==> config.mk <==
export PLATFORM = sky130hd
export DESIGN_NAME = serial_frame_transmitter
export DESIGN_NICKNAME = d
export VERILOG_FILES = /design/src/rtl/serial_frame_transmitter.sv
export SDC_FILE = /design/constraint.sdc
export NUM_CORES = 1
export LEC_CHECK = 0
export CORE_UTILIZATION = 62
export DETAILED_ROUTE_END_ITERATION = 6
export PLACE_DENSITY = 0.79
export SETUP_SLACK_MARGIN = 0.02
export SYNTH_ARGS = -nofsm -noshare
export SYNTH_HDL_FRONTEND = slang
export SYNTH_SLANG_ARGS = --single-unit
==> constraint.sdc <==
create_clock -name clk -period 3.95 [get_ports clk]
set_clock_uncertainty 0.2 [all_clocks]
set_input_delay 0.395 -clock clk [delete_from_list [all_inputs] [get_ports clk]]
set_output_delay 0.395 -clock clk [all_outputs]
set_load 0.01 [all_outputs]
==> src/rtl/serial_frame_transmitter.sv <==
// Buffers a payload and sends SOF SOF SPACE LEN PAYLOAD EOF EOF as 8E1 UART bytes; tx falls 2 clocks after the last payload handshake.
// pl_ready is low from that handshake until done; host_ready low stalls only before a start bit, never mid-byte.
module serial_frame_transmitter #(
   parameter int         CLK_FREQ    = 50000000,
   parameter int         BAUD_RATE   = 115200,
   parameter int         MAX_PAYLOAD = 16,
   parameter int         GAP_BITS    = 1,
   parameter logic [7:0] SOF_BYTE    = 8'hFF,
   parameter logic [7:0] SPACE_BYTE  = 8'h00,
   parameter logic [7:0] EOF_BYTE    = 8'hEE
) (
   input  logic       clk,
   input  logic       rst,
   input  logic [7:0] pl_data,
   input  logic       pl_valid,
   input  logic       pl_last,
   output logic       pl_ready,
   input  logic       host_ready,
   output logic       tx,
   output logic       busy,
   output logic       done
);

   localparam int BIT_TICKS = CLK_FREQ / BAUD_RATE;
   localparam int GAP_TICKS = GAP_BITS * BIT_TICKS;
   localparam int MAX_TICKS = (GAP_TICKS > BIT_TICKS) ? GAP_TICKS : BIT_TICKS;
   localparam int TW        = $clog2(MAX_TICKS + 1);
   localparam int AW        = (MAX_PAYLOAD > 1) ? $clog2(MAX_PAYLOAD) : 1;

   typedef enum logic [2:0] {S_IDLE, S_WAIT_HOST, S_SHIFT, S_GAP, S_DONE} state_t;

   state_t          r_state;
   logic [7:0]      r_buf [0:(2**AW)-1];
   logic [7:0]      r_cnt;
   logic [7:0]      r_len;
   logic [8:0]      r_idx;
   logic [TW-1:0]   r_tick;
   logic [3:0]      r_bit;
   logic [10:0]     r_frame;
   logic            r_launch;
   logic            r_tx;
   logic            r_busy;
   logic            r_done;
   logic            r_pl_ready;

   logic [7:0]      w_byte;
   logic [AW-1:0]   w_pidx;
   logic            w_wr;
   logic            w_tick_end_bit;
   logic            w_tick_end_gap;
   logic            w_byte_end;
   logic            w_frame_end;
   logic            w_slot_free;
   logic            w_start;

   assign tx       = r_tx;
   assign busy     = r_busy;
   assign done     = r_done;
   assign pl_ready = r_pl_ready;

   assign w_wr           = (r_state == S_IDLE) && !r_launch && pl_valid && r_pl_ready;
   assign w_pidx         = AW'(r_idx - 9'd4);
   assign w_tick_end_bit = (r_tick == TW'(BIT_TICKS - 1));
   assign w_tick_end_gap = (r_tick == TW'(GAP_TICKS - 1));
   assign w_byte_end     = (r_state == S_SHIFT) && w_tick_end_bit && (r_bit == 4'd10);
   assign w_frame_end    = w_byte_end && (r_idx == ({1'b0, r_len} + 9'd6));

   // r_idx already points at the next byte, so the stop-bit end of a non-final byte can start the next one directly.
   assign w_slot_free = (r_state == S_WAIT_HOST)
                     || ((r_state == S_GAP) && w_tick_end_gap)
                     || (w_byte_end && !w_frame_end && (GAP_TICKS == 0));
   assign w_start     = w_slot_free && host_ready;

   always_comb begin
      w_byte = EOF_BYTE;
      if (r_idx < 9'd2)
         w_byte = SOF_BYTE;
      else if (r_idx == 9'd2)
         w_byte = SPACE_BYTE;
      else if (r_idx == 9'd3)
         w_byte = r_len;
      else if (r_idx < ({1'b0, r_len} + 9'd4))
         w_byte = r_buf[w_pidx];
   end

   always_ff @(posedge clk) begin
      if (w_wr)
         r_buf[r_cnt[AW-1:0]] <= pl_data;
   end

   always_ff @(posedge clk or posedge rst) begin
      if (rst) begin
         r_state    <= S_IDLE;
         r_cnt      <= '0;
         r_len      <= '0;
         r_idx      <= '0;
         r_tick     <= '0;
         r_bit      <= '0;
         r_frame    <= '1;
         r_launch   <= 1'b0;
         r_tx       <= 1'b1;
         r_busy     <= 1'b0;
         r_done     <= 1'b0;
         r_pl_ready <= 1'b0;
      end else begin
         r_done <= 1'b0;
         case (r_state)
            S_IDLE: begin
               if (r_launch) begin
                  r_launch <= 1'b0;
                  r_idx    <= '0;
                  r_busy   <= 1'b1;
                  r_state  <= S_WAIT_HOST;
               end else begin
                  r_pl_ready <= 1'b1;
                  if (w_wr) begin
                     r_cnt <= r_cnt + 8'd1;
                     if (pl_last || (r_cnt == 8'(MAX_PAYLOAD - 1))) begin
                        r_len      <= r_cnt + 8'd1;
                        r_launch   <= 1'b1;
                        r_pl_ready <= 1'b0;
                     end
                  end
               end
            end
            S_WAIT_HOST: begin
               r_tx <= 1'b1;
            end
            S_SHIFT: begin
               if (w_tick_end_bit) begin
                  r_tick <= '0;
                  if (r_bit == 4'd10) begin
                     r_bit <= '0;
                     if (w_frame_end) begin
                        r_done  <= 1'b1;
                        r_busy  <= 1'b0;
                        r_cnt   <= '0;
                        r_state <= S_DONE;
                     end else if (GAP_TICKS > 0) begin
                        r_state <= S_GAP;
                     end else begin
                        r_state <= S_WAIT_HOST;
                     end
                  end else begin
                     r_bit   <= r_bit + 4'd1;
                     r_tx    <= r_frame[1];
                     r_frame <= {1'b1, r_frame[10:1]};
                  end
               end else begin
                  r_tick <= r_tick + 1'b1;
               end
            end
            S_GAP: begin
               if (w_tick_end_gap) begin
                  r_tick  <= '0;
                  r_state <= S_WAIT_HOST;
               end else begin
                  r_tick <= r_tick + 1'b1;
               end
            end
            S_DONE: begin
               r_pl_ready <= 1'b1;
               r_state    <= S_IDLE;
            end
            default: r_state <= S_IDLE;
         endcase

         if (w_start) begin
            r_frame <= {1'b1, ^w_byte, w_byte, 1'b0};
            r_tx    <= 1'b0;
            r_idx   <= r_idx + 9'd1;
            r_tick  <= '0;
            r_bit   <= '0;
            r_state <= S_SHIFT;
         end
      end
   end

endmodule

* After elaboration in Yosys (flattened, before gate mapping) *
Memory sizes are Yosys's and may differ from the RTL's.
Cells that the tools add are included.

word-level totals
  flip-flop bits (word level) = 57
  memory bits (writable) = 128
  input bits = 13
  output and inout bits = 4
  word-level logic and storage cells = 130
  memories kept = 1

memories
  memory  words  bits a word  rd ports  clocked after memory_dff  write ports  RTL line  source
  r_buf   16     8            1         0                         1            33        logic [7:0] r_buf [0:(2**AW)-1];

cells by class
  $add $sub $neg = 7
  order comparisons = 2
  equal/unequal tests = 23
  mux-type cells = 53
  bitwise operators = 1
  reductions and logical operators = 31

operators by type and width
  cell                                                                   count
  8-bit 2-to-1 mux                                                       9
  9-bit 2-to-1 mux                                                       6
  11-bit 2-to-1 mux                                                      4
  1-bit 2-to-1 mux                                                       19
  8-bit by 3-bit adder with 9-bit output (second input constant)         2
  9-bit by 1-bit adder with 9-bit output (second input constant)         2
  9-bit by 2-bit == test with 1-bit output (second input constant)       2
  3-bit 2-to-1 mux                                                       6
  4-bit 2-to-1 mux                                                       4
  8-bit one-hot mux with 2 select lines                                  1
  2-bit != test (second input constant)                                  7
  2-bit nonzero test                                                     7
  3-bit != test (second input constant)                                  4
  3-bit one-hot mux with 4 select lines                                  1
  5-bit AND reduction                                                    2
  9-bit == test                                                          1
  9-bit == test (second input constant)                                  1
  9-bit by 2-bit < comparator with 1-bit output (second input constant)  1
  9-bit < comparator                                                     1
  8-bit by 1-bit adder with 8-bit output (second input constant)         1
  8-bit by 4-bit == test with 1-bit output (second input constant)       1
  1-bit logical AND                                                      8
  8-bit parity                                                           1
  3-bit by 2-bit == test with 1-bit output (second input constant)       2
  other kinds (18)                                                       24

* Logic depth before layout (Yosys ltp) *
Gate-level depths: netlist (run 1).

  word-level depth = 9
  mapped depth = 14
  depth with buffers taken out = 12

* Worst setup path after synthesis (run 1) *
Ideal clock, no wire load.

  path kind = flip-flop to flip-flop
  start = register r_len[3]
  end = register r_frame[9]
  setup time = 75 ps
  data arrival time = 2757 ps
  required time = 3675 ps
  slack = 918 ps
  stages on the path, launching flop included = 13
  buffers on the path = 0
  clock period less this slack = 3032 ps
  cells stage by stage = dfrtp_1 ha_1 nand3_1 xor2_1 ha_1 a211o_1 a21oi_1 nand4_1 o31ai_1 xnor2_1 xnor2_1 nor3_1 nor3b_2

on the way
  longest elaborated chain between the ends = 8

RTL lines
  element                                 RTL line  source
  start, declared                         35        logic [7:0] r_len;
  start signal, assigned                  119       r_len <= r_cnt + 8'd1;
  8-bit by 3-bit adder with 9-bit output  82        else if (r_idx < ({1'b0, r_len} + 9'd4))
  9-bit < comparator                      82
  8-bit 2-to-1 mux                        82
  8-bit 2-to-1 mux (*)                    80        else if (r_idx == 9'd3)
  8-bit 2-to-1 mux (*)                    78        else if (r_idx == 9'd2)
  8-bit 2-to-1 mux (*)                    76        if (r_idx < 9'd2)
  8-bit parity (*)                        169       r_frame <= {1'b1, ^w_byte, w_byte, 1'b0};
  11-bit 2-to-1 mux (*)                   168       if (w_start) begin
  end signal, assigned                    147       r_frame <= {1'b1, r_frame[10:1]};
  end signal, assigned                    169
  end, declared                           39        logic [10:0] r_frame;

Mark *: on every way between the ends. The rest lies on a longest branch, timed or not.
A chain may end at the register's enable or synchronous reset.

* Final worst setup path (run 1) *
Ends and elaborated chain as after synthesis.

==> flow_metrics.py, run 1 <==
metrics = {
    "timing": {
        "setup_viol": 0,
        "fin_ws_ns": 0.479,
        "fin_tns_setup_ns": 0,
        "max_freq_ghz": 0.288,
        "finalMaxSlewViolations": 0,
        "rsz0062_at_grt": "no",
        "min_period_ns": 3.47,
        "worst_pin_slew_ns": 1.04,
        "period_share_pct": 87.9,
        "slew_headroom_pct": 30.2,
        "hold_violations": 0,
    },
    "setup_path": {
        "crit_required_ns": 4.11,
        "cp_slowest_cell": "dfrtp_1",
        "crit_chain": "ha_1 -> nand3_1 -> xor2_1 -> ha_1 -> a211o_1 -> a21oi_1 -> nand4_1 -> o31ai_1 -> xnor2_1 -> xnor2_1 -> nor3_1 -> nor3b_2",
        "cp_slowest_stage_delay_ns": 0.49,
        "cp_top_family": "compound AO/OA/AOI/OAI gates",
        "path_max_fanout": 9,
        "endpoint_kind": "flip-flop",
        "path_class": "flip-flop to flip-flop",
        "startpoint_type": "flip-flop",
        "cp.arrival_ns": 3.63,
        "path_buf_inv": 0,
    },
    "yosys": {
        "synthArstFlopShare_pct": 30.1,
        "muxShareOfSynthArea_pct": 9.27,
        "netlist_instances": 658,
        "synth_top_family_by_area": "simple AND/OR/NAND/NOR gates",
        "ys.flop_type": "edfxtp_1",
        "syn_avg_cell_area_um2": 13.1,
        "synth_compound_area_share_pct": 10.5,
        "synth_edf_count": 128,
        "synth_xor_area_share_pct": 2.33,
        "synth_nets": 695,
        "synth_fa_ha_area_share_pct": 3.47,
        "yosys.area_share.simple_pct": 10.9,
        "synth_cell_type_count": 66,
        "syn_area_mm2": 0.00865,
        "ys_seq_area_share_pct": 60.5,
        "yosysWarnings": 0,
        "synth_seq_cells": 183,
    },
    "route": {
        "drc": 0,
        "drt_wl_total_um": 19200,
        "vias": 5613,
        "antenna_left": 0,
        "firstDrtPassIters": 5,
        "drtIter0Drc": 655,
        "wl_per_cell_um": 22.5,
        "routed_via_density": 6.56,
    },
    "cells_and_area": {
        "drive_above_1_share_pct": 13.7,
        "diodes": 0,
        "nets": 703,
        "areaGrowthSynthToFinish_pct": 10.3,
    },
    "cts": {
        "hold_buffers": 0,
        "clkSinkCount": 183,
        "numCtsBuffers": 17,
        "cts_tree": "yes",
        "cts_setup_buffers": 0,
        "cts-resized-gates": 0,
        "cts.clk_slew.worst_paths_ns": 0.07,
        "cts.htree.levels": 4,
        "clk_latency_ns": 0.44,
        "max-clock-path-buffers": 2,
        "cts_root_buffer": "clkbuf_16",
    },
    "floorplanning": {
        "die-area_mm2": 0.0144,
        "die_w_um": 120,
        "io_pins": 17,
        "initial_utilization_pct": 64.5,
        "core_area_mm2": 0.0134,
        "rows": 42,
        "chipHeight_um": 120,
    },
    "power_and_ir_drop": {
        "p_leak_nw": 3.32,
        "cellPowerDensity_mw_per_mm2": 405,
        "p_total_mw": 3.86,
        "ir_drop_uv": 509,
    },
    "global_route": {
        "antenna_found_initial": 0,
        "grt_usage_pct": 28.8,
        "grt_max_degree": 41,
        "grt_pass1_vias": 5526,
        "grt_pass1_wl_um": 30100,
        "grt-ovfl-total": 0,
    },
    "place": {
        "place_congestion": 0.947,
        "pre_cts_slack_ns": 0.556,
        "io_buffers": 16,
        "hpwl_um": 12400,
    },
    "worst_hold_path": {
        "min_path_type": "primary input to asynchronous set/reset pin",
    },
    "outcome": {
        "status": "finished clean",
    },
    "flow_run": {
        "drv_cap": 0,
    },
}
## metal layers
| metal | vias to the layer above | track usage [%] | share of wire, % |
|---|---|---|---|
| met4 | 0 | 13.9 | 3.4 |
| met5 | - | 0 | 0 |
| li1 | 2528 | - | - |
| met3 | 44 | 5.89 | 5.9 |
| met1 | 2810 | 36.5 | 41 |
| met2 | 231 | 47.5 | 50 |
## registers in the layout, summed over array words and instances (netlist names)
name      cells
done          1
r_idx         9
r_launch      1
r_frame       9
r_state       3
r_buf       128
r_len         8
r_cnt         8
r_bit         4
r_tick        9
pl_ready      1
tx            1
busy          1
## cells in the mapped netlist (4+ instances only)
library cell  count  area, µm²
xnor2_1          14        123
dfstp_2          10        263
o21ai_1          24        120
a211oi_1          6       45.0
nand2_1          44        165
inv_1            14       52.6
and2_1            7       43.8
a21oi_1          38        190
mux4_2           23        518
dfrtp_1          45       1130
or3_1             4       25.0
o21a_1            4       30.0
buf_2            15       75.1
clkbuf_1         14       52.6
mux2_2            6       67.6
nor2b_1           6       37.5
o21ai_0          29        145
nand3b_1          6       45.0
o31ai_1           8       60.1
nor2_1           38        143
nand4_1          10       62.6
nor3_1            6       30.0
mux2i_1          16        160
edfxtp_1        128       3840
ha_1             24        300
nand2b_1          5       31.3
o221ai_1          6       52.6
xor2_1            9       78.8
mux2_1            5       56.3
and3_1           19        119
nand3_1          18       90.1
buf_6             4       45.0
## path summary, 6_finish.rpt
check                           start    endpoint  slack [ns]  cells after the start
min in group clk           r_frame[6]  r_frame[6]        0.26                      2
setup reg to reg             r_len[3]  r_frame[9]        0.48                     12
setup / recovery             r_len[3]  r_frame[9]        0.48                     12
hold / removal                    rst    r_launch        0.24                      2
hold reg to reg            r_frame[6]  r_frame[6]        0.26                      2
max in group asynchronous         rst    r_len[7]        2.58                      3
## worst register-to-register path: stages, from the launching register on
cell and delay, ns:
dfrtp_1 0.49, ha_1 0.28, nand3_1 0.11, xor2_1 0.16, ha_1 0.30, a211o_1 0.27, a21oi_1 0.17, nand4_1 0.31
o31ai_1 0.47, xnor2_1 0.13, xnor2_1 0.22, nor3_1 0.09, nor3b_2 0.21
## cells by family (layout without fill, tap and decap cells)
| group | Yosys count | count (layout) |
|---|---|---|
| buffers and inverters | 52 | 73 |
| adder cells (fa/ha/maj) | 24 | 24 |
| XOR/XNOR | 23 | 23 |
| flip-flops | 183 | 183 |
| AND/OR/NAND/NOR | 182 | 182 |
| AO/OA/AOI/OAI | 144 | 144 |
| multiplexers | 50 | 50 |
## area by class of cell
class                      instances  area [µm²]
clock buffer                      17         425
clock inverter                    15         196
sequential                       183        5230
timing repair buffer              25         240
fill                             870        3860
inverter                          16        60.1
tap                              176         220
multi-input combinational        423        3160
## report_power, final
part	switching [mW]	leakage (nW)	internal, mW
logic	0.0286	1.19	0.0115
clock network	0.799	0.306	0.971
registers	0	1.82	2.06
total	0.827	3.32	3.04
## metrics by stage
step / instance area (µm²) / util (%) / hold WS [ns] / cells
4_1_cts: 9540 / 71.2 / 0.259 / 855
5_1_grt: 9540 / 71.2 / 0.292 / 855
3_5_place_dp: 8910 / 66.5 / 0.253 / 823
2_1_floorplan: 8650 / - / 0.241 / 658
3_3_place_gp: 8910 / 66.5 / 0.249 / 823
6_report: 9540 / 71.2 / 0.240 / 855
## placed cells by master (no fill, tap or decap), types with 4 or more instances in the layout
| cell type | Yosys | layout |
|---|---|---|
| edfxtp_1 | 128 | 128 |
| nand2_1 | 44 | 44 |
| dfrtp_1 | 45 | 44 |
| a21oi_1 | 38 | 38 |
| nor2_1 | 38 | 38 |
| o21ai_0 | 29 | 29 |
| o21ai_1 | 24 | 24 |
| ha_1 | 24 | 24 |
| mux4_2 | 23 | 23 |
| and3_1 | 19 | 19 |
| nand3_1 | 18 | 18 |
| clkbuf_16 | 0 | 17 |
| mux2i_1 | 16 | 16 |
| clkdlybuf4s50_1 | 0 | 16 |
| xnor2_1 | 14 | 14 |
| inv_1 | 14 | 13 |
| nand4_1 | 10 | 10 |
| dfstp_2 | 10 | 10 |
| xor2_1 | 9 | 9 |
| o31ai_1 | 8 | 8 |
| buf_4 | 3 | 8 |
| and2_1 | 7 | 7 |
| nor2b_1 | 6 | 6 |
| nor3_1 | 6 | 6 |
| a211oi_1 | 6 | 6 |
| nand3b_1 | 6 | 6 |
| o221ai_1 | 6 | 6 |
| mux2_2 | 6 | 6 |
| nand2b_1 | 5 | 5 |
| mux2_1 | 5 | 5 |
| inv_8 | 0 | 5 |
| or3_1 | 4 | 4 |
| o21a_1 | 4 | 4 |
| inv_6 | 0 | 4 |
(Power assumes the default switching activity.)
==> run 2: changes to the inputs <==
--- a/config.mk
+++ b/config.mk
@@ -7,6 +7,7 @@
 export LEC_CHECK = 0
 export CORE_UTILIZATION = 62
 export DETAILED_ROUTE_END_ITERATION = 6
+export HOLD_SLACK_MARGIN = 0.06
 export PLACE_DENSITY = 0.79
 export SETUP_SLACK_MARGIN = 0.02
 export SYNTH_ARGS = -nofsm -noshare
==> results of run 2 <==
No change in the layout: final DEF, timing and power equal those of run 1.
==> run 3: changes to the inputs <==
--- a/config.mk
+++ b/config.mk
@@ -7,6 +7,7 @@
 export LEC_CHECK = 0
 export CORE_UTILIZATION = 62
 export DETAILED_ROUTE_END_ITERATION = 6
+export GPL_ROUTABILITY_DRIVEN = 0
 export HOLD_SLACK_MARGIN = 0.06
 export PLACE_DENSITY = 0.79
 export SETUP_SLACK_MARGIN = 0.02
==> run 3 against run 2 <==
Compared with the run above: clock power up 4%; largest cell class unchanged; fmax down 1.7%; global-route usage down 0.15 points; non-clock buffer count increased by 3; via count fell by 1.3%; hold slack improved by 0.030 ns.
==> flow_metrics.py, run 3 (same netlist as run 1, synthesis figures left out) <==
metrics = {
    "setup_path": {
        "crit_required_ns": 4.11,
        "path_max_fanout": 9,
        "reg2reg_depth": 12,
        "endpoint_kind": "flip-flop",
        "cp_slowest_cell": "dfrtp_1",
        "r2r-start": "r_len[3]",
        "cp.arrival_ns": 3.70,
        "startpoint_type": "flip-flop",
        "crit_chain": "ha_1 -> nand3_1 -> xor2_1 -> ha_1 -> a211o_1 -> a21oi_1 -> nand4_1 -> o31ai_1 -> xnor2_1 -> xnor2_1 -> nor3_1 -> nor3b_2",
        "reg2reg_slack_ns": 0.42,
        "path_class": "flip-flop to flip-flop",
        "regToRegEndpoint": "r_frame[9]",
        "cp_slowest_stage_delay_ns": 0.50,
    },
    "route": {
        "routed_via_density": 6.45,
        "antenna_left": 0,
        "drc": 0,
        "firstDrtPassIters": 5,
        "wl_per_cell_um": 22.1,
        "vias": 5538,
        "drt_wl_total_um": 18900,
        "drtIter0Drc": 660,
    },
    "cells_and_area": {
        "diodes": 0,
        "fin_cells": 858,
        "areaGrowthSynthToFinish_pct": 10.9,
        "nets": 706,
        "drive_above_1_share_pct": 14.1,
        "fillCellCount": 878,
        "most-common-layout-cells": "edfxtp_1 (128), nand2_1 (44), dfrtp_1 (44)",
        "final_common_cell": "edfxtp_1",
        "largest_register_ffs": 128,
    },
    "outcome": {
        "status": "finished clean",
    },
    "timing": {
        "slew_headroom_pct": 33.5,
        "finalMaxSlewViolations": 0,
        "max_freq_ghz": 0.283,
        "setup_viol": 0,
        "rsz0062_at_grt": "no",
        "min_period_ns": 3.53,
        "worst_pin_slew_ns": 0.994,
        "period_share_pct": 89.4,
        "fin_tns_setup_ns": 0,
        "hold_violations": 0,
    },
    "power_and_ir_drop": {
        "ir_drop_uv": 479,
        "p_leak_nw": 3.35,
        "cellPowerDensity_mw_per_mm2": 410,
    },
    "cts": {
        "cts-resized-gates": 0,
        "clkSinkCount": 183,
        "max-clock-path-buffers": 2,
        "cts.clk_slew.worst_paths_ns": 0.07,
        "clk_latency_ns": 0.44,
        "cts_tree": "yes",
        "cts.htree.levels": 4,
        "cts_root_buffer": "clkbuf_16",
        "numCtsBuffers": 17,
    },
    "place": {
        "hpwl_um": 12300,
        "dp.cells": 825,
        "io_buffers": 16,
    },
    "floorplanning": {
        "initial_utilization_pct": 64.5,
        "core_area_mm2": 0.0134,
        "die-area_mm2": 0.0144,
        "chipHeight_um": 120,
        "die_w_um": 120,
        "io_pins": 17,
        "rows": 42,
    },
    "worst_hold_path": {
        "min-delay-start": "r_frame[2]",
        "min_path_type": "flip-flop to flip-flop",
        "hold_depth": 2,
        "hold_end": "r_frame[2]",
    },
    "global_route": {
        "antenna_found_initial": 0,
        "grt_pass1_vias": 5452,
        "grt-ovfl-total": 0,
        "grt_usage_pct": 28.7,
        "grt_max_degree": 40,
        "grt_pass1_wl_um": 30200,
    },
    "flow_run": {
        "drv_cap": 0,
    },
}
run 3: timing repair:
action                                  CTS  global route
setup buffers                             0             0
endpoints found under the hold margin     8             0
hold buffers                              1             0
endpoints found under the setup margin    0             0
run 3: through the flow:
stage	power, mW	cell area, µm²	setup slack [ns]	utilization [%]	hold slack [ns]
CTS	3.96	9590	0.430	71.6	0.274
detailed placement	2.14	8930	0.462	66.6	0.259
floorplan	2.11	8650	0.918	-	0.241
global route	4.03	9590	0.182	71.6	0.298
global placement	2.14	8930	0.659	66.6	0.250
finish	3.93	9590	0.418	71.6	0.270
run 3: worst max-delay path, delay by kind of cell (launching register included):
kind            cells  cell delay (ns)
compound gates      3             0.90
xor+xnor            3             0.51
fa+ha+maj           2             0.62
flops               1             0.50
simple gates        4             0.72
run 3: power by group:
part           switching, mW  total [mW]  leakage (nW)  internal [mW]
registers                  0        2.06          1.82           2.06
logic                 0.0294      0.0415          1.21         0.0121
clock network          0.800        1.84         0.316           1.04
run 3: layout make-up:
type                            count  area (µm²)  share of cell area, %
Clock buffer                       17         425                   4.43
Sequential cell                   183        5230                   54.6
Multi-Input combinational cell    423        3160                   32.9
Tap cell                          176         220                   2.30
Inverter                           16        60.1                  0.626
Timing Repair Buffer               28         265                   2.76
Clock inverter                     15         229                   2.39
run 3: how the worst max path moves through the flow:
stage	startpoint	to	slack [ns]	depth (start not counted)
2_1_floorplan	r_len[3]	r_frame[9]	0.92	12
3_3_place_gp	r_len[3]	r_frame[9]	0.66	12
3_5_place_dp	r_len[3]	r_frame[9]	0.46	12
4_1_cts	r_len[3]	r_frame[9]	0.43	12
5_1_grt	r_len[4]	r_frame[9]	0.18	12
6_report	r_len[3]	r_frame[9]	0.42	12
run 3: per-layer routing:
metal	GRT usage, %	wire [µm]	up-vias
li1	-	-	2547
met5	0	0	-
met3	6.46	1030	40
met4	10.3	480	0
met2	46.3	9380	186
met1	38.2	8020	2765
